--- config.mk ---
export PLATFORM = sky130hd
export DESIGN_NAME = car_park_ctrl
export DESIGN_NICKNAME = d
export VERILOG_FILES = /design/src/rtl/car_park_ctrl.sv
export SDC_FILE = /design/constraint.sdc
export NUM_CORES = 1
export LEC_CHECK = 0
export ABC_CLOCK_PERIOD_IN_PS = 5300
export CORE_UTILIZATION = 30
export CTS_BUF_LIST = sky130_fd_sc_hd__clkbuf_2
export CTS_CLUSTER_DIAMETER = 150
export CTS_CLUSTER_SIZE = 28
export DETAILED_ROUTE_END_ITERATION = 10
export DONT_BUFFER_PORTS = 1
export PLACE_DENSITY = 0.42
export SYNTH_ARGS = -nofsm -noshare
export SYNTH_HDL_FRONTEND = slang
export SYNTH_SLANG_ARGS = --single-unit
--- constraint.sdc ---
create_clock -name clk -period 5.3 [get_ports clk]
set_input_delay 1.06 -clock clk [delete_from_list [all_inputs] [get_ports clk]]
set_output_delay 1.06 -clock clk [all_outputs]
set_load 0.03 [all_outputs]
--- src/rtl/car_park_ctrl.sv ---
`default_nettype none
// ============================================================================
// Module   : car_park_ctrl
// Purpose  : Parking-lot controller with separate entry/exit lanes, per-space
//            occupancy and timestamps, duration-based fee and timed barriers.
// Revision : 1.0
// ============================================================================
module car_park_ctrl #(
    parameter int NUM_SPACES = 5,
    parameter int ID_W       = 3,
    parameter int TICK_DIV   = 1000,
    parameter int TIME_W     = 16,
    parameter int RATE       = 2,
    parameter int FEE_W      = 16,
    parameter int BAR_CYCLES = 5000
) (
    input  logic             clk,
    input  logic             rst,
    input  logic             sin,
    input  logic             sout,
    input  logic [ID_W-1:0]  exit_ticket,
    input  logic             pay,
    output logic             bin,
    output logic             bout,
    output logic [ID_W-1:0]  entry_ticket,
    output logic             entry_valid,
    output logic [FEE_W-1:0] fee,
    output logic             fee_valid,
    output logic [ID_W:0]    free_spaces,
    output logic             full,
    output logic             err_ticket
);

    localparam int c_pre_w  = (TICK_DIV > 1) ? $clog2(TICK_DIV) : 1;
    localparam int c_bar_w  = (BAR_CYCLES > 1) ? $clog2(BAR_CYCLES) : 1;
    localparam int c_prod_w = TIME_W + FEE_W + 33;
    localparam logic [c_pre_w-1:0]  c_pre_last = c_pre_w'(TICK_DIV - 1);
    localparam logic [c_bar_w-1:0]  c_bar_last = c_bar_w'(BAR_CYCLES - 1);
    localparam logic [c_prod_w-1:0] c_fee_max  = {{(c_prod_w-FEE_W){1'b0}}, {FEE_W{1'b1}}};
    localparam logic [ID_W:0]       c_num      = (ID_W+1)'(NUM_SPACES);

    typedef enum logic [1:0] {EN_IDLE = 2'd0, EN_WAIT_SPACE = 2'd1, EN_OPEN = 2'd2} en_state_t;
    typedef enum logic [1:0] {EX_IDLE = 2'd0, EX_CALC = 2'd1, EX_WAIT_PAY = 2'd2, EX_OPEN = 2'd3} ex_state_t;

    en_state_t              r_en_state, w_en_next;
    ex_state_t              r_ex_state, w_ex_next;
    logic [c_pre_w-1:0]     r_presc;
    logic [TIME_W-1:0]      r_time;
    logic [c_bar_w-1:0]     r_en_bar, r_ex_bar;
    logic [NUM_SPACES-1:0]  r_occ;
    logic [TIME_W-1:0]      r_ts [NUM_SPACES];
    logic [ID_W:0]          r_free;
    logic                   r_full;
    logic [ID_W-1:0]        r_entry_ticket, r_t;
    logic                   r_entry_valid, r_err;
    logic [FEE_W-1:0]       r_fee;

    logic                   w_alloc, w_rel, w_latch, w_err, w_exit_ok;
    logic [ID_W-1:0]        w_alloc_idx;
    logic [2**ID_W-1:0]     w_occ_ext;
    logic [TIME_W-1:0]      w_ts_sel, w_elapsed;
    logic [c_prod_w-1:0]    w_prod;
    logic [FEE_W-1:0]       w_fee_sat;

    // Lowest-index free space, taken from the bitmap as it stood before this cycle
    always_comb begin
        w_alloc_idx = '0;
        for (int i = NUM_SPACES - 1; i >= 0; i--) begin
            if (!r_occ[i]) w_alloc_idx = ID_W'(i);
        end
    end

    // Padding lets any presented ticket index the bitmap safely
    assign w_occ_ext = (2**ID_W)'(r_occ);
    assign w_exit_ok = ({1'b0, exit_ticket} < c_num) && w_occ_ext[exit_ticket];

    always_comb begin
        w_ts_sel = '0;
        for (int i = 0; i < NUM_SPACES; i++) begin
            if (r_t == ID_W'(i)) w_ts_sel = r_ts[i];
        end
    end

    assign w_elapsed = r_time - w_ts_sel;
    assign w_prod    = (c_prod_w'(w_elapsed) + c_prod_w'(1)) * c_prod_w'(RATE);
    assign w_fee_sat = (w_prod > c_fee_max) ? {FEE_W{1'b1}} : w_prod[FEE_W-1:0];

    always_comb begin
        w_en_next = r_en_state;
        w_alloc   = 1'b0;
        case (r_en_state)
            EN_IDLE: begin
                if (sin) begin
                    if (!r_full) begin
                        w_alloc   = 1'b1;
                        w_en_next = EN_OPEN;
                    end else begin
                        w_en_next = EN_WAIT_SPACE;
                    end
                end
            end
            EN_WAIT_SPACE: begin
                if (!sin) begin
                    w_en_next = EN_IDLE;
                end else if (!r_full) begin
                    w_alloc   = 1'b1;
                    w_en_next = EN_OPEN;
                end
            end
            EN_OPEN: begin
                if (r_en_bar == c_bar_last) w_en_next = EN_IDLE;
            end
            default: w_en_next = EN_IDLE;
        endcase
    end

    always_comb begin
        w_ex_next = r_ex_state;
        w_latch   = 1'b0;
        w_err     = 1'b0;
        w_rel     = 1'b0;
        case (r_ex_state)
            EX_IDLE: begin
                if (sout) begin
                    if (w_exit_ok) begin
                        w_latch   = 1'b1;
                        w_ex_next = EX_CALC;
                    end else begin
                        w_err     = 1'b1;
                    end
                end
            end
            EX_CALC:     w_ex_next = EX_WAIT_PAY;
            EX_WAIT_PAY: begin
                if (pay) begin
                    w_rel     = 1'b1;
                    w_ex_next = EX_OPEN;
                end
            end
            EX_OPEN: begin
                if (r_ex_bar == c_bar_last) w_ex_next = EX_IDLE;
            end
            default: w_ex_next = EX_IDLE;
        endcase
    end

    always_ff @(posedge clk or negedge rst) begin
        if (!rst) begin
            r_en_state <= EN_IDLE;
            r_ex_state <= EX_IDLE;
        end else begin
            r_en_state <= w_en_next;
            r_ex_state <= w_ex_next;
        end
    end

    always_ff @(posedge clk or negedge rst) begin
        if (!rst) begin
            r_presc        <= '0;
            r_time         <= '0;
            r_en_bar       <= '0;
            r_ex_bar       <= '0;
            r_occ          <= '0;
            for (int i = 0; i < NUM_SPACES; i++) r_ts[i] <= '0;
            r_free         <= c_num;
            r_full         <= 1'b0;
            r_entry_ticket <= '0;
            r_entry_valid  <= 1'b0;
            r_t            <= '0;
            r_fee          <= '0;
            r_err          <= 1'b0;
        end else begin
            if (r_presc == c_pre_last) begin
                r_presc <= '0;
                r_time  <= r_time + 1'b1;
            end else begin
                r_presc <= r_presc + 1'b1;
            end
            r_en_bar <= (r_en_state == EN_OPEN && r_en_bar != c_bar_last) ? r_en_bar + 1'b1 : '0;
            r_ex_bar <= (r_ex_state == EX_OPEN && r_ex_bar != c_bar_last) ? r_ex_bar + 1'b1 : '0;
            // Allocation and release can never hit the same space in one cycle
            for (int i = 0; i < NUM_SPACES; i++) begin
                if (w_alloc && w_alloc_idx == ID_W'(i)) begin
                    r_occ[i] <= 1'b1;
                    r_ts[i]  <= r_time;
                end
                if (w_rel && r_t == ID_W'(i)) r_occ[i] <= 1'b0;
            end
            case ({w_alloc, w_rel})
                2'b10: begin
                    r_free <= r_free - 1'b1;
                    r_full <= (r_free == (ID_W+1)'(1));
                end
                2'b01: begin
                    r_free <= r_free + 1'b1;
                    r_full <= 1'b0;
                end
                default: ;
            endcase
            r_entry_valid <= w_alloc;
            if (w_alloc) r_entry_ticket <= w_alloc_idx;
            if (w_latch) r_t <= exit_ticket;
            if (r_ex_state == EX_CALC) r_fee <= w_fee_sat;
            r_err <= w_err;
        end
    end

    assign bin          = (r_en_state == EN_OPEN);
    assign bout         = (r_ex_state == EX_OPEN);
    assign entry_ticket = r_entry_ticket;
    assign entry_valid  = r_entry_valid;
    assign fee          = r_fee;
    assign fee_valid    = (r_ex_state == EX_WAIT_PAY);
    assign free_spaces  = r_free;
    assign full         = r_full;
    assign err_ticket   = r_err;

endmodule
`default_nettype wire

==> Yosys cells after proc, flatten, opt, wreduce, memory -nomap -nowiden <==
Cells that the tools add are included.
{ "totals": {"wordCells": 138, "input_bits": 8, "register_bits": 170, "output_inout_bits": 29} }
{ "op_classes": {"eq_ne": 28, "muxes": 50, "magnitude_cmp": 3, "reduce_logical": 26, "add_sub_neg": 8} }
{ "op_table": {"columns": ["operator", "n"], "rows": [
  ["16-bit 2-to-1 mux", 6],
  ["13-bit by 1-bit adder with 13-bit output, second input constant", 2],
  ["13-bit == test, second input constant", 2],
  ["13-bit 2-to-1 mux", 2],
  ["13-bit != test, second input constant", 2],
  ["1-bit 2-to-1 mux", 22],
  ["18-bit by 16-bit > comparator with 1-bit output, second input constant", 1],
  ["2-bit 2-to-1 mux", 9],
  ["16-bit by 1-bit adder with 17-bit output, second input constant", 1],
  ["16-bit by 1-bit adder with 16-bit output, second input constant", 1],
  ["16-bit subtractor", 1],
  ["3-bit 2-to-1 mux", 5],
  ["1-bit logical AND", 13],
  ["3-bit by 2-bit == test with 1-bit output, second input constant", 4],
  ["2-bit nonzero test", 6],
  ["10-bit by 1-bit adder with 10-bit output, second input constant", 1],
  ["10-bit == test, second input constant", 1],
  ["10-bit 2-to-1 mux", 1],
  ["2-bit == test, second input constant", 4],
  ["2-bit != test, second input constant", 4],
  ["2-bit one-hot mux with 4 select lines", 1],
  ["4-bit one-hot mux with 2 select lines", 1],
  ["2-bit by 1-bit == test with 1-bit output, second input constant", 3],
  ["3-bit by 1-bit == test with 1-bit output, second input constant", 2],
  ["16 further kinds", 20]
]} }

==> Depth between registers and ports, before layout <==
{ "depth": {"depth_word": 10, "ltp_mapped": 18, "ltp_nobuf": 15} }

==> Worst setup path after synthesis <==
Ideal clock, no wire load.
{ "synth_path": {"path_type": "register to register", "from": "register r_t[0]", "to": "register r_fee[9], in the netlist fee[9]", "slack_ns": 0.565, "t_required_ns": 5.218, "arrival_time_ns": 4.653, "path_stages_with_launch": 17, "setup_ns": 0.082, "path_cell_list": "dfrtp_1 -> buf_1 -> clkbuf_1 -> clkbuf_1 -> nor2_1 -> a21oi_1 -> ha_1 -> a211o_1 -> a2111o_1 -> o311ai_2 -> o2111ai_2 -> or4_1 -> a211oi_2 -> nand4_1 -> mux2_4 -> buf_6 -> a31oi_1"} }
{ "synth_via": {"elab_chain_cells": 10, "elab_cells_between_ends": 14, "classes_between": "add/sub: 2; order compare: 1; eq/ne: 4; mux: 6; reduce/logical: 1"} }
{ "synth_lines": {"columns": ["item", "line_no", "text"], "rows": [
  ["start, declared", "54", "logic [ID_W-1:0] r_entry_ticket, r_t;"],
  ["start signal, assigned", "202", "if (w_latch) r_t <= exit_ticket;"],
  ["3-bit zero test", "80", "if (r_t == ID_W'(i)) w_ts_sel = r_ts[i];"],
  ["16-bit 2-to-1 mux (4 in a row)", "80", null],
  ["16-bit 2-to-1 mux (*)", "80", null],
  ["16-bit subtractor (*)", "84", "assign w_elapsed = r_time - w_ts_sel;"],
  ["16-bit by 1-bit adder with 17-bit output (*)", "85", "assign w_prod = (c_prod_w'(w_elapsed) + c_prod_w'(1)) * c_prod_w'(RATE);"],
  ["18-bit by 16-bit > comparator with 1-bit output", "86", "assign w_fee_sat = (w_prod > c_fee_max) ? {FEE_W{1'b1}} : w_prod[FEE_W-1:0];"],
  ["16-bit 2-to-1 mux (*)", "86", null],
  ["end signal, assigned", "203", "if (r_ex_state == EX_CALC) r_fee <= w_fee_sat;"],
  ["end, declared", "56", "logic [FEE_W-1:0] r_fee;"]
]} }
Mark *: on every way between the ends. The rest lies on a longest branch, timed or not.
A chain may end at the register's enable or synchronous reset.

==> Worst setup path after layout <==
{ "layout_path": {"from": "register r_t[1]", "to": "register r_fee[4], in the netlist fee[4]"} }
The elaborated chain is that of the path after synthesis.

==> flow_summary_export.csv <==
group,metric,value,unit
status,status,"completed",
power_and_ir_drop,ir_worst_vdd,159.2,uV
synthesis,syn_inst,798,
floorplan,start_util,30.78,%
power_and_ir_drop,p_sw,1.071,mW
synthesis,synth_edf_count,0,
floorplan,die_h,171.8,um
clocking,cts_setup_buffers,0,
route,ant_nets,0,
timing,worst_pin_slew,1.139,ns
power_and_ir_drop,p_per_area,300.5,nW/um^2
worst_setup_path,cp_common_cell,"nor2_1",
cells_and_area,finalInstanceArea,9296,sq um
power_and_ir_drop,combPwrFrac,18.5,%
worst_setup_path,critPathArrivalTime,5.42,ns
worst_setup_path,cp-end-kind,"flop",
global_route,antenna_found_initial,1,
route,initialDrtViolationCount,256,
synthesis,synthFlopType,"dfrtp_1",
synthesis,synth_seq_cells,170,
place,dp_cells,1150,
job,maxCapViolCount,0,
route,dr.pass1.iters,4,
min_path,hold_class,"input pin to async pin",
route,wl_per_cell,16.32,um
synthesis,synth.avg_cell_area,10.83,sq um
power_and_ir_drop,finalPower,2.794,mW
cells_and_area,layout.cells.non_filler,1185,
clocking,htreeDepth,4,
timing,holdWs,0.1323,ns
floorplan,core_area,28090,sq um
timing,finalSetupTns,0,ns
timing,fin_crit_sh,90.21,%
synthesis,synth_warnings,0,
worst_setup_path,crit_slowest_cell,"nor2_1",
power_and_ir_drop,p_seq_share,59.8,%
global_route,grt_pass1_wl,32.15,mm
cells_and_area,areaGrowthSynthToFinish,7.525,%
power_and_ir_drop,p_int,1.723,mW
route,vias_per_cell,4.885,
floorplan,ios,37,
clocking,numCtsBuffers,17,
timing,drv_slew,0,
cells_and_area,finalNetCount,830,
global_route,grt_pass1_vias,5991,
clocking,clockBufferDepth,2,
floorplan,die_w,171.8,um
synthesis,syn-num-nets,835,
worst_setup_path,criticalPathCategory,"flop to flop",
place,numPortBuffers,0,
timing,final-hold-violation-count,0,
timing,slew_headroom,23.84,%
timing,min_period,4.781,ns
worst_setup_path,cp_max_fo,16,
clocking,ctsResizeCount,0,
place,gp_congestion,0.7697,
power_and_ir_drop,cellLeakagePower,4.221,nW
clocking,tritoncts,"done",
clocking,cts_hold_buf,1,
timing,finalSetupViolations,0,
floorplan,num_rows,61,
synthesis,seq_area_frac_synth,49.23,%
timing,rsz0062_at_grt,"false",
worst_setup_path,cp.required,5.94,ns
global_route,grt_overflow,0,
clocking,cts-root-buf,"clkbuf_2",
timing,worst_clock_skew,0.04079,ns
route,vias,5789,
power_and_ir_drop,p_clk_share,21.7,%
worst_setup_path,cp_cell_sequence,"nor2_1 -> a22oi_1 -> nor2_1 -> a21oi_1 -> ha_1 -> a211o_1 -> a2111o_1 -> o311ai_2 -> o2111ai_2 -> or4_1 -> a211oi_2 -> nand4_1 -> mux2_4 -> a31oi_1",
route,drt-total-wl,19.34,mm
floorplan,dieArea,29500,sq um
cells_and_area,drive_gt1_share,18.24,%
global_route,grt_usage,14.05,%
synthesis,async_reset_ff_share,100.0,%
global_route,grt_start_max_net_pins,169,
timing,fmax,209.2,MHz
synthesis,syn_area,8646,sq um
synthesis,synth_cell_types,55,
worst_setup_path,crit_family,"compound AO/OA/AOI/OAI gates",
power_and_ir_drop,netSwitchingFraction,38.32,%
worst_setup_path,startpoint_type,"flop",
clocking,clk_pin_slew,0.25,ns
route,drc_errors,0,
clocking,clk_latency,0.73,ns
place,hpwl,13.26,mm
place,place_area,9064,sq um
worst_setup_path,crit_buf_inv,0,
worst_setup_path,critical-path-max-stage-delay,0.63,ns
clocking,cts.sinks,170,
routing by layer:
metal	track usage, %	up-vias	share of wire [%]
li1	-	2796	-
met1	19.38	2913	49
met3	2.715	13	2.8
met4	3.655	0	1.1
met5	0	-	0
met2	22.43	67	47
power groups by stage:
| stage | Combinational [mW] | Clock, mW | Sequential, mW |
|---|---|---|---|
| 3_3_place_gp | 0.490 | 0 | 1.69 |
| 3_5_place_dp | 0.499 | 0 | 1.70 |
| 2_1_floorplan | 0.387 | 0 | 1.64 |
| 4_1_cts | 0.529 | 0.644 | 1.68 |
| 6_report | 0.518 | 0.605 | 1.67 |
| 5_1_grt | 0.591 | 0.696 | 1.70 |
state kept, by name, summed over array words and instances (netlist names):
signal        flops
r_ts             80
fee              16
r_time           16
r_en_bar         13
r_ex_bar         13
r_presc          10
r_occ             5
free_spaces       4
entry_ticket      3
r_t               3
r_en_state        2
r_ex_state        2
entry_valid       1
err_ticket        1
full              1
synth_stat cells (4+ instances only):
cell	instances	share of area [%]
a21oi_1	29	1.7
inv_1	26	1.1
o211ai_1	4	0.35
mux4_2	8	2.1
a22oi_1	15	1.3
nor2_1	84	3.6
nor3b_1	4	0.35
nand3_1	27	1.6
and3_1	10	0.72
a31oi_1	19	1.4
nand4_1	16	1.2
dfrtp_1	168	49
clkbuf_1	34	1.5
xnor2_1	33	3.3
nor3_1	7	0.41
and2_1	8	0.58
mux2_2	79	10
xor2_1	35	3.5
a21o_1	6	0.52
o21a_1	6	0.52
nor2b_1	6	0.43
o21ai_0	25	1.4
mux2i_1	11	1.3
ha_1	28	4.1
nand2_1	61	2.6
worst paths after layout:
check	from	end	slack (ns)	depth (start not counted)
setup reg to reg	r_t[1]$_DFFE_PN0P_	fee[4]$_DFFE_PN0N_	0.52	14
min in group clk	sout	err_ticket$_DFF_PN0_	0.45	2
hold reg to reg	r_ex_bar[0]$_DFF_PN0_	r_ex_bar[0]$_DFF_PN0_	0.48	1
max in group asynchronous	rst	r_ts[32]$_DFFE_PN0P_	4.28	1
setup / recovery	r_t[1]$_DFFE_PN0P_	fee[4]$_DFFE_PN0N_	0.52	14
hold / removal	rst	free_spaces[2]$_DFFE_PN1P_	0.13	0
cells in the final DEF (no fill, tap or decap), drive strengths merged, types with 15 or more instances in the layout:
master  instances
a21oi          29
xnor2          33
dfrtp         168
o21ai          25
nand2          61
ha             28
nand4          16
nand3          27
xor2           35
a31oi          19
mux2           80
a22oi          15
nor2           84
clkbuf         20
inv            29
kinds of logic (layout without fill, tap and decap cells):
| logic type | Yosys count | in the layout | synth area share [%] |
|---|---|---|---|
| AO/OA/AOI/OAI | 127 | 127 | 9.812 |
| XOR/XNOR | 68 | 68 | 6.889 |
| adder cells (fa/ha/maj) | 29 | 29 | 4.284 |
| buffers and inverters | 64 | 72 | 2.865 |
| flip-flops | 170 | 170 | 49.23 |
| multiplexers | 99 | 99 | 13.82 |
| other | 0 | 1 | 0 |
| AND/OR/NAND/NOR | 241 | 241 | 13.10 |
stage by stage:
stage               worst slack, ns  utilization (%)
global placement             0.6406            32.27
floorplan                    0.5648                -
detailed placement           0.5635            32.27
global route                 0.1716            33.10
finish                       0.5190            33.10
CTS                          0.4522            33.05
final cells by class:
cell class	instances	area (sq um)
Inverter	26	97.59
Clock inverter	12	92.59
Tap cell	378	473.0
Antenna cell	1	2.502
Timing Repair Buffer	14	127.6
Fill cell	2914	18790
Multi-Input combinational cell	564	4146
Sequential cell	170	4257
Clock buffer	20	100.1
No activity file was read; power rests on OpenSTA's default activity.
